<file path="src/rtl/seq_mult32.sv">
// Multi-cycle shift-and-add multiplier, WIDTH x WIDTH -> 2*WIDTH, one iteration per clock.
// Optional signed path compiled in with `define SEQ_MULT_SIGNED_EN.
module seq_mult32 #(
  parameter int WIDTH = 32
) (
  input  logic               clk,
  input  logic               rst_n,
  input  logic               start,
  input  logic [WIDTH-1:0]   a,
  input  logic [WIDTH-1:0]   b,
  input  logic               sgn,
  output logic               busy,
  output logic               done,
  output logic [2*WIDTH-1:0] product,
  output logic [1:0]         dbg_state
);

  localparam int CW = $clog2(WIDTH) + 1;

  // Handshake: start is honoured only when the block is idle (busy=0); the
  // result is presented with a single-cycle done pulse, and product then
  // holds until the next done. No backpressure exists on the done side.

  typedef enum logic [1:0] {
    S_IDLE = 2'd0,
    S_RUN  = 2'd1,
    S_DONE = 2'd2
  } state_t;

  state_t               state;
  state_t               state_nxt;
  logic [WIDTH-1:0]     mcand;
  logic [WIDTH-1:0]     mplr;
  logic [2*WIDTH-1:0]   acc;
  logic [2*WIDTH-1:0]   acc_nxt;
  logic [2*WIDTH-1:0]   addend;
  logic [2*WIDTH-1:0]   result;
  logic [CW-1:0]        cnt;
  logic                 neg;
  logic                 neg_in;
  logic [WIDTH-1:0]     a_mag;
  logic [WIDTH-1:0]     b_mag;
  logic                 accept;
  logic                 last_iter;

  assign accept    = (state == S_IDLE) && start;
  assign last_iter = (cnt == CW'(WIDTH - 1));

  always_comb begin
    state_nxt = state;
    case (state)
      S_IDLE:  if (start) state_nxt = S_RUN;
      S_RUN:   if (last_iter) state_nxt = S_DONE;
      S_DONE:  state_nxt = S_IDLE;
      default: state_nxt = S_IDLE;
    endcase
  end

  always_ff @(posedge clk or negedge rst_n) begin
    if (!rst_n) state <= S_IDLE;
    else        state <= state_nxt;
  end

  // Operand conditioning: magnitudes in, sign re-applied on the final edge.
`ifdef SEQ_MULT_SIGNED_EN
  always_comb begin
    a_mag  = (sgn && a[WIDTH-1]) ? -a : a;
    b_mag  = (sgn && b[WIDTH-1]) ? -b : b;
    neg_in = sgn && (a[WIDTH-1] ^ b[WIDTH-1]);
  end
`else
  logic unused_sgn;
  assign unused_sgn = sgn;
  always_comb begin
    a_mag  = a;
    b_mag  = b;
    neg_in = 1'b0;
  end
`endif

  always_comb begin
    addend  = mplr[0] ? ({{WIDTH{1'b0}}, mcand} << cnt) : '0;
    acc_nxt = acc + addend;
    result  = neg ? -acc_nxt : acc_nxt;
  end

  always_ff @(posedge clk or negedge rst_n) begin
    if (!rst_n) begin
      mcand   <= '0;
      mplr    <= '0;
      acc     <= '0;
      cnt     <= '0;
      neg     <= 1'b0;
      product <= '0;
    end else if (accept) begin
      mcand <= a_mag;
      mplr  <= b_mag;
      acc   <= '0;
      cnt   <= '0;
      neg   <= neg_in;
    end else if (state == S_RUN) begin
      acc  <= acc_nxt;
      mplr <= mplr >> 1;
      cnt  <= cnt + 1'b1;
      if (last_iter) product <= result;
    end
  end

  assign busy      = (state != S_IDLE);
  assign done      = (state == S_DONE);
  assign dbg_state = state;

endmodule

</file>
<file path="config.mk">
export PLATFORM = sky130hd
export DESIGN_NAME = seq_mult32
export DESIGN_NICKNAME = d
export VERILOG_FILES = /design/src/rtl/seq_mult32.sv
export SDC_FILE = /design/constraint.sdc
export NUM_CORES = 1
export LEC_CHECK = 0
export ABC_AREA = 0
export CAP_MARGIN = 20
export CORE_UTILIZATION = 25
export CTS_BUF_LIST = sky130_fd_sc_hd__clkbuf_4 sky130_fd_sc_hd__clkbuf_8
export CTS_CLUSTER_SIZE = 14
export DETAILED_ROUTE_END_ITERATION = 16
export SKIP_CTS_REPAIR_TIMING = 1
export SLEW_MARGIN = 20
export SYNTH_ARGS = -nofsm -noshare
export SYNTH_HDL_FRONTEND = slang
export SYNTH_SLANG_ARGS = --single-unit
export TNS_END_PERCENT = 100
</file>
<file path="constraint.sdc">
create_clock -name clk -period 6.5 [get_ports clk]
set_clock_uncertainty 0.2 [all_clocks]
set_input_delay 1.3 -clock clk [delete_from_list [all_inputs] [get_ports clk]]
set_output_delay 1.3 -clock clk [all_outputs]
set_load 0.005 [all_outputs]
</file>
After elaboration in Yosys (flattened, before gate mapping)
Index checks and enable logic that the tools add are counted.

Register bits after elaboration: 200. Output and inout bits: 68.

Add/sub/neg operators: 2. Equal/unequal tests: 5. Shifts and indexed selects: 1. Multiplexer cells: 10. Bitwise gates (word level): 1. Reductions and logical operators: 6.

Operators by type and width (number): $mux W64 (3); $add A64 B64 Y64 (1); $mux W32 (2); $shl A32 B6 Y64 (1); $mux W6 (2); $add A6 B1 Y6 const B (1); $eq A6 B5 Y1 const B (1); $mux W2 (2); $ne A2 B2 Y1 const B (2); $pmux W2 S2 (1); $reduce_bool A2 Y1 (2); $reduce_and A3 Y1 (1); $eq A2 B1 Y1 const B (1); $eq A2 B2 Y1 const B (1); $logic_not A2 Y1 (1); $reduce_and A2 Y1 (1); $logic_and A1 B1 Y1 (1); $not A1 Y1 (1).

Logic depth before layout (Yosys ltp)
Depth after elaboration: 5. Depth in mapped cells: 24. Depth with buffers taken out: 21.

Worst setup path after synthesis
Ideal clock, no wire load.

Path type: register to register. From: register cnt[0]. To: register product[61]. Setup time: 125 ps. Data arrival time: 4295 ps. Required time: 6175 ps. Slack: 1880 ps. Cell stages (with the launch flop): 23. Path buffers: 3. Period minus slack after synthesis: 4620 ps. Cells stage by stage: dfrtp_1 > buf_2 > buf_2 > mux4_2 > mux2i_1 > nand2_1 > o21ai_0 > nor2_1 > nor2_1 > o22ai_1 > and2_1 > ha_1 > clkbuf_1 > a21o_1 > a21o_1 > a21oi_1 > o21a_1 > o21ai_0 > a2111o_1 > a21oi_1 > o21ai_1 > xor2_1 > mux2_2.

Word-level cells in the longest chain between the ends: 3.

RTL lines: start, declared (RTL line 38) `logic [CW-1:0] cnt;`; start signal, assigned (RTL line 104) `cnt <= cnt + 1'b1;`; $shl A32 B6 Y64 (RTL line 82) `addend = mplr[0] ? ({{WIDTH{1'b0}}, mcand} << cnt) : '0;`; $mux W64 (RTL line 82); $add A64 B64 Y64 (RTL line 83) `acc_nxt = acc + addend;`; end signal, assigned (RTL line 105) `if (last_iter) product <= result;`; end, declared (RTL line 14) `output logic [2*WIDTH-1:0] product,`.

Several ways; a longest one is shown, not always the timed one. A chain may end at the register's enable or synchronous reset.

Worst setup path after layout
From: register cnt[0]. To: register product[63].

The elaborated chain is that of the path after synthesis.

==> results by group <==
Status
  • Status: complete, no violations

Clocking
  • Clk root buf: clkbuf_8
  • CTS tree: yes
  • Maximum level of the CTS H-tree: 4
  • TritonCTS Buffers: 17
  • Worst-path clk slew: 0.11 ns
  • Clock Latency Late Sink: 0.55 ns
  • Total clock sinks: 200
  • CTS max path bufs: 2

Worst setup path
  • Startpoint Class: register
  • Kind of critical path: reg -> reg
  • Delay-heaviest family, CP: compound AO/OA/AOI/OAI gates
  • Slowest CP cell: dfrtp_1
  • CP Buf/Inv Count: 1
  • Worst-path cell chain: mux4_2 -> nand2_1 -> nand2_1 -> o21ai_0 -> nor2_1 -> nor2_1 -> nor2_1 -> ha_1 -> a21oi_1 -> o21ai_1 -> nor3_1 -> o41ai_1 -> buf_4 -> a221oi_1 -> a31oi_1 -> o21ai_1 -> mux2i_1 -> nand2_1
  • CP max FO: 16
  • Worst EP required: 6.73 ns
  • Slowest stage delay, CP: 0.80 ns
  • Register-to-register setup slack: 0.78 ns
  • Crit. End Element: register
  • Data arrival, critical path: 5.95 ns

Synth
  • Yosys warns: 0
  • Yosys cell types: 77
  • Cell taking the most area after synthesis: dfrtp_1
  • Flop and latch count out of synthesis: 200
  • Synthesized cell area: 13900 µm²
  • Avg Inst Size Synth: 8.21 µm²
  • Post-Syn Instances: 1697
  • Top cells by area, synth: dfrtp_1 (36%), nand2_1 (9.9%), ha_1 (5.7%)
  • Mapped Nets: 1830
  • Sequential fraction of the synthesis area: 35.9%
  • Primary FF master, synth: dfrtp_1
  • FFs w/ async S/R, synth: 100%
  • Synth top area share: 35.9%
  • Number of synthesized flops with an enable pin: 0

GRT
  • Largest net degree at the start of global routing: 98
  • First-pass GRT wire length: 69900 µm
  • Overflow after GRT: 0
  • Vias in the first global route: 12200
  • Initial antenna violation count: 1
  • Gr usage total: 15.7%

Cells and area
  • Util after Layout: 29.9%
  • # diodes: 0
  • Final net count: 1896
  • P&R area growth vs syn: 18.1%
  • Layout cell share with drive strength beyond 1: 7.09%

Route
  • Vias: 12600
  • WL per Instance: 17.5 µm
  • DRT antenna net count: 0
  • Total routed wirelength: 44200 µm
  • DRT iter0 DRCs: 1020
  • DR DRC count: 0
  • Vias per cell: 5.00
  • Count of TritonRoute iterations in the first routing pass: 5

Power and ir drop
  • Switching Fraction: 50.0%
  • Leak: 7.34 nW
  • NetSw: 3.94 mW
  • Clock power share: 11.1%
  • PwrDens: 479 nW/µm²
  • Worst VDD drop: 0.150 mV
  • Power, Total: 7.88 mW
  • Pint: 3.94 mW
  • Comb power frac: 64.5%
  • Sequential share of power: 24.3%

STA
  • Minimum clock period: 5.72 ns
  • Setup_tns: 0 ns
  • Worst Tran Pin Value: 0.924 ns
  • Fmax: 175 MHz
  • Final slew viol count: 0
  • Final Hold Viols: 0
  • Final setup violation count: 0
  • Tcrit/Tclk final: 87.9%
  • Max-slew headroom: 38.4%
  • RSZ-0062 raised after global routing: no

Placement
  • Post-DP HPWL: 33600 µm
  • Port buffer count: 134
  • Gp weighted congestion: 0.947

Floorplan
  • Chip Height: 238 µm
  • Die area: 56700 µm²
  • Placeable core region: 55100 µm²
  • IO Pins: 136
  • Starting Density: 25.3%
  • Site Rows: 86
  • Die Wd: 238 µm

Hold path
  • HP Class: reg -> reg

Flow run
  • Max Cap Viol: 0
-- layout by cell type (no fill, tap or decap), types with 5 or more instances in the layout --
cell | Yosys | layout
a211oi_1 | 10 | 10
a21o_1 | 46 | 46
a21oi_1 | 99 | 99
a22o_1 | 18 | 18
a22oi_1 | 44 | 44
a31oi_1 | 10 | 10
and2_1 | 20 | 19
and3_1 | 7 | 7
buf_4 | 1 | 39
clkbuf_8 | 0 | 18
clkdlybuf4s50_1 | 0 | 133
dfrtp_1 | 200 | 200
ha_1 | 64 | 64
inv_1 | 17 | 17
inv_6 | 0 | 5
mux2_2 | 10 | 10
mux2i_1 | 39 | 39
mux4_2 | 19 | 19
nand2_1 | 369 | 367
nand2b_1 | 8 | 7
nand3_1 | 71 | 71
nand4_1 | 28 | 28
nor2_1 | 86 | 85
nor2b_1 | 44 | 43
nor3_1 | 24 | 24
o21a_1 | 11 | 11
o21ai_0 | 144 | 144
o21ai_1 | 17 | 17
o21bai_1 | 13 | 13
o22ai_1 | 16 | 16
o31ai_1 | 8 | 8
xnor2_1 | 33 | 33
xor2_1 | 27 | 27
-- tightest hold or removal path: stages (launching register included) --
cell and delay (ns):
dfrtp_1 0.36, nand2_1 0.05, nand2_1 0.05
-- flip-flops by register name (all words and copies together) (netlist names) --
signal / count
cnt: 6
acc: 64
mplr: 32
mcand: 32
product: 64
dbg_state: 2
-- power by group through the flow --
stage	Sequential, mW	Combinational, mW	Clock (mW)
global placement	1.93	4.96	0
detailed placement	1.94	5.03	0
floorplan	1.82	3.69	0
finish	1.92	5.09	0.878
global route	1.97	5.60	0.965
CTS	1.92	5.05	0.921
-- path summary, 6_finish.rpt --
kind                                            to  depth (start not counted)               startpoint
max                        product[63]$_DFFE_PN0P_                         18       cnt[0]$_DFFE_PN0P_
min                        product[30]$_DFFE_PN0P_                          2  product[30]$_DFFE_PN0P_
max reg2reg                product[63]$_DFFE_PN0P_                         18       cnt[0]$_DFFE_PN0P_
min reg2reg                product[30]$_DFFE_PN0P_                          2  product[30]$_DFFE_PN0P_
max in group asynchronous    mcand[16]$_DFFE_PN0P_                          2                    rst_n
min in group asynchronous  product[43]$_DFFE_PN0P_                          1                    rst_n
-- cell usage after synthesis (3+ instances only) --
library cell	n
nand2_1	369
or4_1	4
inv_1	17
a22oi_1	44
a32oi_1	4
o31ai_1	8
o21ai_1	17
nand3_1	71
o22ai_1	16
nor2b_1	44
and2_1	20
xor2_1	27
dfrtp_1	200
a21o_1	46
a22o_1	18
nor2_1	86
o21a_1	11
clkinv_1	3
nand2b_1	8
o21bai_1	13
and3_1	7
buf_1	15
nor4_1	3
nor3_1	24
a211o_1	3
buf_2	16
mux2i_1	39
mux4_2	19
or3_1	3
ha_1	64
nand4_1	28
mux2_2	10
o211ai_1	4
xnor2_1	33
a211oi_1	10
clkbuf_1	93
a31oi_1	10
o21ai_2	3
o21ai_0	144
a21oi_1	99
-- metal layers --
metal | track usage (%) | up-vias | part of all wire (%)
met5 | 0 | - | 0
met4 | 4.25 | 0 | 1.5
met3 | 2.83 | 37 | 5.4
met2 | 24.9 | 343 | 45
met1 | 21.8 | 6083 | 48
li1 | - | 6163 | -
-- layout make-up --
type / instances / area [µm²]
clock buffer: 17 / 234
clock inverter: 15 / 179
fill: 5954 / 38600
inverter: 20 / 75.1
multi-input combinational: 1351 / 8380
sequential: 200 / 5000
tap: 748 / 936
timing repair buffer: 173 / 1640
-- kinds of logic after synthesis --
logic type	share of synthesized area (%)
and+or+nand+nor	21.7
muxes	6.68
AOI/OAI and AO/OA	22.0
DFF	35.9
buffers and inverters	4.11
adders and majority gates	5.89
xor gates and xnor gates	3.77
-- stage by stage --
stage	hold WS [ns]	setup WS [ns]	cells	instance area, µm²
2_1_floorplan	0.246	1.88	1697	13900
3_3_place_gp	0.258	0.864	2492	16000
3_5_place_dp	0.264	0.793	2492	16000
4_1_cts	0.294	0.747	2524	16400
5_1_grt	0.310	0.394	2524	16400
6_report	0.287	0.784	2524	16400
No activity file was read; power rests on OpenSTA's default activity.
